$ cat config.mk
export PLATFORM = sky130hd
export DESIGN_NAME = ysyx_22050612_idu_stage
export DESIGN_NICKNAME = d
export VERILOG_FILES = /design/src/rtl/ysyx_22050612_idu_stage.sv
export SDC_FILE = /design/constraint.sdc
export NUM_CORES = 1
export LEC_CHECK = 0
export BUFFER_PORTS_ARGS = -buffer_cell sky130_fd_sc_hd__buf_2
export CORE_MARGIN = 2
export CORE_UTILIZATION = 35
export CTS_BUF_LIST = sky130_fd_sc_hd__clkbuf_16
export CTS_CLUSTER_SIZE = 8
export DETAILED_ROUTE_END_ITERATION = 10
export SLEW_MARGIN = 5
export SYNTH_ARGS = -nofsm -noshare
export SYNTH_HDL_FRONTEND = slang
export SYNTH_SLANG_ARGS = --single-unit
$ cat constraint.sdc
create_clock -name clk -period 4.5 [get_ports clk]
set_clock_uncertainty 0.2 [all_clocks]
set_input_delay 0.45 -clock clk [delete_from_list [all_inputs] [get_ports clk]]
set_output_delay 0.45 -clock clk [all_outputs]
set_load 0.02 [all_outputs]
$ cat src/rtl/ysyx_22050612_idu_stage.sv
// RV32I/RV64I decode stage: combinational decode of the offered instruction,
// results queued in a 1- or 2-entry skid buffer toward the EXU.
module ysyx_22050612_idu_stage #(
  parameter int unsigned XLEN  = 64,
  parameter int unsigned DEPTH = 2
) (
  input  logic            clk,
  input  logic            rst_n,
  input  logic            flush,
  input  logic            in_valid,
  output logic            in_ready,
  input  logic [31:0]     in_inst,
  input  logic [XLEN-1:0] in_pc,
  output logic            out_valid,
  input  logic            out_ready,
  output logic [XLEN-1:0] out_pc,
  output logic [4:0]      out_rd,
  output logic [4:0]      out_rs1,
  output logic [4:0]      out_rs2,
  output logic [XLEN-1:0] out_imm,
  output logic [6:0]      out_op,
  output logic            out_illegal,
  output logic            out_ebreak,
  output logic [31:0]     stall_cnt
);

  localparam bit RV64 = (XLEN == 64);
  localparam logic [31:0] EBREAK_WORD = 32'h0010_0073;

  typedef enum logic [6:0] {
    OP_NONE   = 7'd0,
    OP_LUI    = 7'd1,
    OP_AUIPC  = 7'd2,
    OP_JAL    = 7'd3,
    OP_JALR   = 7'd4,
    OP_BEQ    = 7'd5,
    OP_BNE    = 7'd6,
    OP_LW     = 7'd13,
    OP_ADDI   = 7'd19,
    OP_SLTIU  = 7'd21,
    OP_ADD    = 7'd36,
    OP_SUB    = 7'd37,
    OP_LD     = 7'd42,
    OP_SD     = 7'd43,
    OP_ADDIW  = 7'd47,
    OP_ADDW   = 7'd49,
    OP_EBREAK = 7'd63
  } op_e;

  typedef enum logic [2:0] {
    IMM_NONE,
    IMM_I,
    IMM_S,
    IMM_B,
    IMM_U,
    IMM_J
  } imm_fmt_e;

  typedef struct packed {
    logic [XLEN-1:0] pc;
    logic [4:0]      rd;
    logic [4:0]      rs1;
    logic [4:0]      rs2;
    logic [XLEN-1:0] imm;
    logic [6:0]      op;
    logic            illegal;
    logic            ebreak;
  } entry_t;

  logic [6:0] opcode;
  logic [2:0] funct3;
  logic [6:0] funct7;
  op_e        op;
  imm_fmt_e   fmt;
  logic [31:0] imm32;
  entry_t     dec;

  assign opcode = in_inst[6:0];
  assign funct3 = in_inst[14:12];
  assign funct7 = in_inst[31:25];

  always_comb begin
    op  = OP_NONE;
    fmt = IMM_NONE;
    case (opcode)
      7'b0110111: begin op = OP_LUI;   fmt = IMM_U; end
      7'b0010111: begin op = OP_AUIPC; fmt = IMM_U; end
      7'b1101111: begin op = OP_JAL;   fmt = IMM_J; end
      7'b1100111: if (funct3 == 3'b000) begin op = OP_JALR; fmt = IMM_I; end
      7'b1100011: begin
        if (funct3 == 3'b000)      begin op = OP_BEQ; fmt = IMM_B; end
        else if (funct3 == 3'b001) begin op = OP_BNE; fmt = IMM_B; end
      end
      7'b0000011: begin
        if (funct3 == 3'b010)              begin op = OP_LW; fmt = IMM_I; end
        else if (funct3 == 3'b011 && RV64) begin op = OP_LD; fmt = IMM_I; end
      end
      7'b0100011: if (funct3 == 3'b011 && RV64) begin op = OP_SD; fmt = IMM_S; end
      7'b0010011: begin
        if (funct3 == 3'b000)      begin op = OP_ADDI;  fmt = IMM_I; end
        else if (funct3 == 3'b011) begin op = OP_SLTIU; fmt = IMM_I; end
      end
      7'b0011011: if (funct3 == 3'b000 && RV64) begin op = OP_ADDIW; fmt = IMM_I; end
      7'b0110011: begin
        if (funct3 == 3'b000 && funct7 == 7'b0000000)      op = OP_ADD;
        else if (funct3 == 3'b000 && funct7 == 7'b0100000) op = OP_SUB;
      end
      7'b0111011: if (funct3 == 3'b000 && funct7 == 7'b0000000 && RV64) op = OP_ADDW;
      7'b1110011: if (in_inst == EBREAK_WORD) op = OP_EBREAK;
      default: ;
    endcase
  end

  // Immediates are formed at 32 bits, then sign-extended to XLEN in one place.
  always_comb begin
    imm32 = '0;
    case (fmt)
      IMM_I: imm32 = {{20{in_inst[31]}}, in_inst[31:20]};
      IMM_S: imm32 = {{20{in_inst[31]}}, in_inst[31:25], in_inst[11:7]};
      IMM_B: imm32 = {{19{in_inst[31]}}, in_inst[31], in_inst[7], in_inst[30:25],
                      in_inst[11:8], 1'b0};
      IMM_U: imm32 = {in_inst[31:12], 12'b0};
      IMM_J: imm32 = {{11{in_inst[31]}}, in_inst[31], in_inst[19:12], in_inst[20],
                      in_inst[30:21], 1'b0};
      default: imm32 = '0;
    endcase
  end

  always_comb begin
    dec         = '0;
    dec.pc      = in_pc;
    dec.rd      = in_inst[11:7];
    dec.rs1     = in_inst[19:15];
    dec.rs2     = in_inst[24:20];
    dec.imm     = XLEN'($signed(imm32));
    dec.op      = op;
    dec.illegal = (op == OP_NONE);
    dec.ebreak  = (in_inst == EBREAK_WORD);
  end

  entry_t     slot0;
  entry_t     slot1;
  logic [1:0] count;
  logic       push;
  logic       pop;

  assign out_valid = (count != 2'd0);
  assign pop       = out_valid && out_ready;
  assign push      = in_valid && in_ready && !flush;

  // Depth 2 breaks the out_ready -> in_ready path; depth 1 needs it to stream.
  always_comb begin
    in_ready = 1'b0;
    if (DEPTH == 1) in_ready = rst_n && (!out_valid || out_ready);
    else            in_ready = rst_n && (count < 2'd2);
  end

  always_ff @(posedge clk) begin
    if (!rst_n) begin
      count     <= '0;
      slot0     <= '0;
      slot1     <= '0;
      stall_cnt <= '0;
    end else begin
      if (out_valid && !out_ready && stall_cnt != '1)
        stall_cnt <= stall_cnt + 32'd1;
      if (flush) begin
        count <= '0;
      end else begin
        case ({push, pop})
          2'b11: begin
            if (count == 2'd2) begin
              slot0 <= slot1;
              slot1 <= dec;
            end else begin
              slot0 <= dec;
            end
          end
          2'b10: begin
            if (count == 2'd0) slot0 <= dec;
            else               slot1 <= dec;
            count <= count + 2'd1;
          end
          2'b01: begin
            slot0 <= slot1;
            count <= count - 2'd1;
          end
          default: ;
        endcase
      end
    end
  end

  assign out_pc      = slot0.pc;
  assign out_rd      = slot0.rd;
  assign out_rs1     = slot0.rs1;
  assign out_rs2     = slot0.rs2;
  assign out_imm     = slot0.imm;
  assign out_op      = slot0.op;
  assign out_illegal = slot0.illegal;
  assign out_ebreak  = slot0.ebreak;

endmodule

**After elaboration in Yosys (flattened, before gate mapping)**

Index checks and enable logic that the tools add are counted.

- Add/subtract/negate cells: 3
- Order comparisons: 1
- Equality and inequality tests: 30
- Muxes and demuxes: 30
- Bitwise gates (word level): 2
- Reduce and logical (&&, ||, !) cells: 23

Operators by type and width:

| cell | count |
|---|---|
| $mux 152 | 4 |
| $pmux 152 s3 | 1 |
| $pmux 152 s2 | 1 |
| $pmux 32 s5 | 1 |
| $pmux 6 s12 | 1 |
| $mux 6 | 8 |
| $eq 7x6->1 const B | 5 |
| $add 32x1->32 const B | 1 |
| $eq 32x21->1 const B | 1 |
| $ne 32x32->1 const B | 1 |
| $eq 7x7->1 const B | 4 |
| $eq 7x5->1 const B | 3 |
| $pmux 3 s7 | 1 |
| $logic_not 7->1 | 2 |
| $eq 3x2->1 const B | 4 |
| $mux 5 | 2 |
| $mux 3 | 3 |
| $logic_and 1x1->1 | 8 |
| $eq 7x2->1 const B | 1 |
| $eq 2x2->1 const B | 3 |
| $eq 3x1->1 const B | 2 |
| $eq 3x3->1 const B | 2 |
| $mux 2 | 3 |
| $ne 2x2->1 const B | 3 |
| other kinds (15) | 24 |

- Register bits: 338
- Input port bits: 101
- Output and inout port bits: 186
- Logic and storage cells: 107

**Logic depth before layout (Yosys ltp)**

- Depth in word-level cells: 8
- Depth in mapped cells: 15
- Gate-level depth less buffers: 11

**Worst setup path before layout**

Ideal clock, no wire load.

- Path type: input to register
- From: in rst_n
- To: reg slot0, in the netlist out_imm[16]
- Setup time: 101 ps
- Arrival: 3077 ps
- Required time: 4199 ps
- Path slack: 1122 ps
- Cell stages on the path: 13
- Path buffers: 5
- Path through: clkbuf_1 inv_1 clkbuf_1 nor2_1 nand3b_1 ha_1 clkbuf_1 clkbuf_1 clkbuf_1 o21ai_0 o21ai_0 o311ai_0 o41ai_1

- Word-level cells in the longest chain between the ends: 6
- Elaborated cells between the ends (all ways): 10
- Classes of those cells: eq/ne: 4; mux: 1; reduce/logical: 5

RTL lines:

| what | line | text |
|---|---|---|
| start: declaration | 8 | `input logic rst_n,` |
| $logic_and 1x1->1 * | 155 | `else in_ready = rst_n && (count < 2'd2);` |
| net in_ready | 11 | `output logic in_ready,` |
| $logic_and 1x1->1 * (2 in a row) | 149 | `assign push = in_valid && in_ready && !flush;` |
| $eq 2x2->1 or $eq 2x1->1 (tied branches) | 170 | `case ({push, pop})` |
| $ne 2x2->1 (no line) or $reduce_bool 3->1 (tied branches) | n/a |  |
| $reduce_and 3->1 (no line) | n/a |  |
| end signal: assignment | 173 | `slot0 <= slot1;` |
| end signal: assignment | 185 | `slot0 <= slot1;` |
| end: declaration | 141 | `entry_t slot0;` |

Mark *: on every way through the listed nets, which the timed path passes. The rest lies on a longest branch.
A chain may end at the register's enable or synchronous reset.

**Worst setup path in the final report**

- From: reg count[0]
- To: reg slot0, in the netlist out_pc[44]

- Word-level cells in the longest chain between the ends: 7
- Elaborated cells between the ends (all ways): 16
- Classes of those cells: order compare: 1; eq/ne: 5; mux: 2; reduce/logical: 8

RTL lines:

| what | line | text |
|---|---|---|
| start: declaration | 143 | `logic [1:0] count;` |
| start signal: assignment | 182 | `count <= count + 2'd1;` |
| start signal: assignment | 186 | `count <= count - 2'd1;` |
| $lt 2x2->1 | 155 |  |
| $logic_and 1x1->1 | 155 |  |
| $logic_and 1x1->1 (2 in a row) | 149 |  |
| $eq 2x2->1 or $eq 2x1->1 (tied branches) | 170 |  |
| $ne 2x2->1 (no line) or $reduce_bool 3->1 (tied branches) | n/a |  |
| $reduce_and 3->1 (no line) | n/a |  |

Parallel ways exist; a longest one is shown, timed or not.

==> out/results.tsv <==
metric	value	unit
final_hold_viol_count	0	
cp-end-kind	register	
hold_path.startpoint	in_inst[17]	
dp.cells	2500	
synth_area	14100	µm²
ys_warn_count	0	
syn_avg_cell_area	7.50	µm²
final_nets	2189	
layout_setup_ws	0.893	ns
placed_cell_area	15500	µm²
grt_max_degree	198	
use_met1	0.313	
syn_nets	1982	
drt_pass1_iterations	6	
yosysSeqAreaShare	0.387	
setup_tns	0	ns
drtIter0Drc	1303	
avgRoutedWirePerCell	18.8	µm
die_area	41800	µm²
drcViolationCount	0	
rr_worst_depth	10	
viasPerCell	5.76	
path_class	reg -> reg	
drive_above_1_share	0.182	
period_minus_slack	3.61	ns
fp.dieH	205	µm
clock-sinks	272	
ys_types	74	
met3_usage	0.0472	
wl	49100	µm
preCtsSetupSlack	0.833	ns
slew_violations	0	
design_area	17200	µm²
synth_enable_flop_cells	0	
whs_endpoint	slot1[80]	
rows	73	
ctsRootBufferMaster	clkbuf_16	
first_global_vias	13759	
port_buffers	285	
setup_viol	0	
antenna_found_initial	0	
die_w	205	µm
r2r_setup_slack	0.89	ns
antenna_left	0	
synthToLayoutAreaGrowth	22.4	%
maxCapViolations	0	
critPathMaxFanout	52	
fmax	0.277	GHz
h-tree-depth	2	
tightest_slew	1.14	ns
start_kind	register	
maxSlewHeadroom	0.240	
use_met2	0.349	
clockBufferDepth	3	
outcome	completed	
grt_util_all_layers	0.227	
synth-async-reset-ratio	0	
ys_seq_elements	272	
netlist_instances	1876	
power.leakage	0.00660	µW
start_util	0.354	
period_share	0.802	
power_density	335	nW/µm²
hold_path.class	in -> reg	
rsz0062_at_grt	no	
busiest_layer	met2	
grt_pass1_wl	76400	µm
dp_hpwl	29800	µm
cts_tree	yes	
hold_depth	3	
arrival	3.78	ns
fin_cells	2612	
r2r-start	count[0]	
gp_routability_congestion	0.880	
via_count	15054	
grt-ovfl-total	0	
post_cts_resized	0	
r2r-end	out_pc[44]	
antenna_cells	0	
io_pins	287	
cp_data_required_time	4.68	ns
clk_latency	0.56	ns
cts_buffers	40	
core-area	39700	µm²
synth_ff_type	dfxtp_1	
path_clk_slew	0.05	ns
ir_drop	0.000247	V
-- state kept, by name, indices dropped and copies added, names as in the netlist --
register,flops
count,2
out_ebreak,1
out_illegal,1
out_imm,32
out_op,6
out_pc,64
out_rd,5
out_rs1,5
out_rs2,5
slot1,119
stall_cnt,32
-- cell type report --
| cell class | instances | area [µm²] |
|---|---|---|
| repair buffers | 370 | 2290 |
| multi-input cells | 1387 | 7700 |
| fillers | 3953 | 22500 |
| clock buffers | 42 | 1050 |
| well taps | 525 | 657 |
| clock inverters | 4 | 32.5 |
| flip-flops and latches | 272 | 5450 |
| inverters | 12 | 50.0 |
-- per-stage QoR --
stage | hold slack (ns) | power, µW | utilization
2_1_floorplan | 0.232 | 2850 | -
5_1_grt | 0.0308 | 6000 | 0.434
3_3_place_gp | 0.240 | 3040 | 0.390
3_5_place_dp | 0.258 | 3040 | 0.390
6_report | 0.0297 | 5770 | 0.434
4_1_cts | 0.00509 | 5850 | 0.434
-- timing repair --
| action | CTS | global route |
|---|---|---|
| endpoints found under the hold margin | 66 | 0 |
| hold buffers | 66 | 0 |
| buffers inserted | 0 | 0 |
-- cells by family (layout without fill, tap and decap cells) --
family,count (synthesis),count (layout),share of synthesized area
fa+ha+maj,5,5,0.00444
compound gates,584,584,0.276
mux,3,3,0.00222
other cells,1,1,0.000266
xor+xnor,27,27,0.0168
simple gates,767,767,0.244
flops,272,272,0.387
buf+inv,217,428,0.0696
-- layout by cell type (no fill, tap or decap), drive strengths merged, types with 9 or more instances in the layout --
master / netlist / routed
o21ai: 60 / 60
nor2: 168 / 168
nand4: 17 / 17
nor3: 16 / 16
o41ai: 9 / 9
dfxtp: 272 / 272
nand2: 432 / 432
a311oi: 91 / 91
and2: 23 / 23
nor4: 14 / 14
a21oi: 257 / 257
or3: 22 / 22
nand3: 20 / 20
buf: 56 / 304
inv: 12 / 14
dlygate4sd3: 0 / 66
xnor2: 23 / 23
clkbuf: 149 / 42
o211ai: 20 / 20
a221oi: 89 / 89
-- routing by layer --
metal / vias up / share of wire
met5: - / 0
met4: 0 / 0.022
met3: 61 / 0.082
met2: 659 / 0.45
met1: 7187 / 0.44
li1: 7147 / -
-- critical path: stages, from the launching register on --
cell      delay [ns]
dfxtp_1         0.41
or2_2           0.37
and2_1          0.23
inv_1           0.14
ha_4            0.37
o21ai_0         0.28
nand2_4         0.42
buf_4           0.54
a311oi_1        0.15
a21oi_1         0.20
nor2_1          0.06
-- synth_stat cells (3+ instances only) --
| cell type | number | area share |
|---|---|---|
| and3_1 | 5 | 0.0022 |
| nor3b_1 | 5 | 0.0027 |
| o311ai_0 | 8 | 0.0050 |
| nor2_1 | 168 | 0.045 |
| a2bb2oi_1 | 6 | 0.0037 |
| a22oi_1 | 6 | 0.0032 |
| o211a_1 | 3 | 0.0021 |
| a31oi_1 | 6 | 0.0027 |
| a311oi_1 | 91 | 0.057 |
| or2_2 | 3 | 0.0013 |
| ha_1 | 5 | 0.0044 |
| or4_1 | 3 | 0.0016 |
| o41ai_1 | 9 | 0.0056 |
| dfxtp_1 | 272 | 0.39 |
| nor3_1 | 9 | 0.0032 |
| o21ai_0 | 58 | 0.021 |
| inv_1 | 12 | 0.0032 |
| a211o_1 | 7 | 0.0044 |
| xnor2_1 | 23 | 0.014 |
| a211oi_1 | 4 | 0.0021 |
| nand4_1 | 17 | 0.0076 |
| nand3_1 | 20 | 0.0071 |
| xor2_1 | 4 | 0.0025 |
| nor4b_1 | 3 | 0.0019 |
| a21oi_1 | 256 | 0.091 |
| buf_4 | 36 | 0.019 |
| buf_2 | 11 | 0.0039 |
| a221oi_1 | 89 | 0.055 |
| clkbuf_1 | 148 | 0.039 |
| nand2_1 | 431 | 0.11 |
| buf_1 | 7 | 0.0019 |
| and4_1 | 6 | 0.0037 |
| and4bb_2 | 3 | 0.0027 |
| or3_1 | 21 | 0.0093 |
| nand2b_1 | 6 | 0.0027 |
| nor3_2 | 7 | 0.0050 |
| and2_1 | 23 | 0.010 |
| nor2b_1 | 6 | 0.0027 |
| nand3b_1 | 4 | 0.0021 |
| o211ai_1 | 20 | 0.011 |
| nor4_1 | 11 | 0.0049 |
-- worst max path at each step --
stage / start / end / slack, ns / cells after the start
floorplan: rst_n / out_imm[16] / 1.12 / 13
global placement: rst_n / out_imm[0] / 0.83 / 12
detailed placement: rst_n / out_imm[0] / 0.83 / 12
CTS: count[0] / out_imm[0] / 0.92 / 10
global route: count[0] / out_imm[0] / 0.57 / 10
finish: count[0] / out_pc[44] / 0.89 / 10
-- where the power goes --
part           leakage, µW  total (µW)  switching, µW  internal [µW]
logic              0.00387         569            370            199
clock network     0.000539        2720           1090           1640
registers          0.00220        2480           27.1           2450
(Power assumes the default switching activity.)
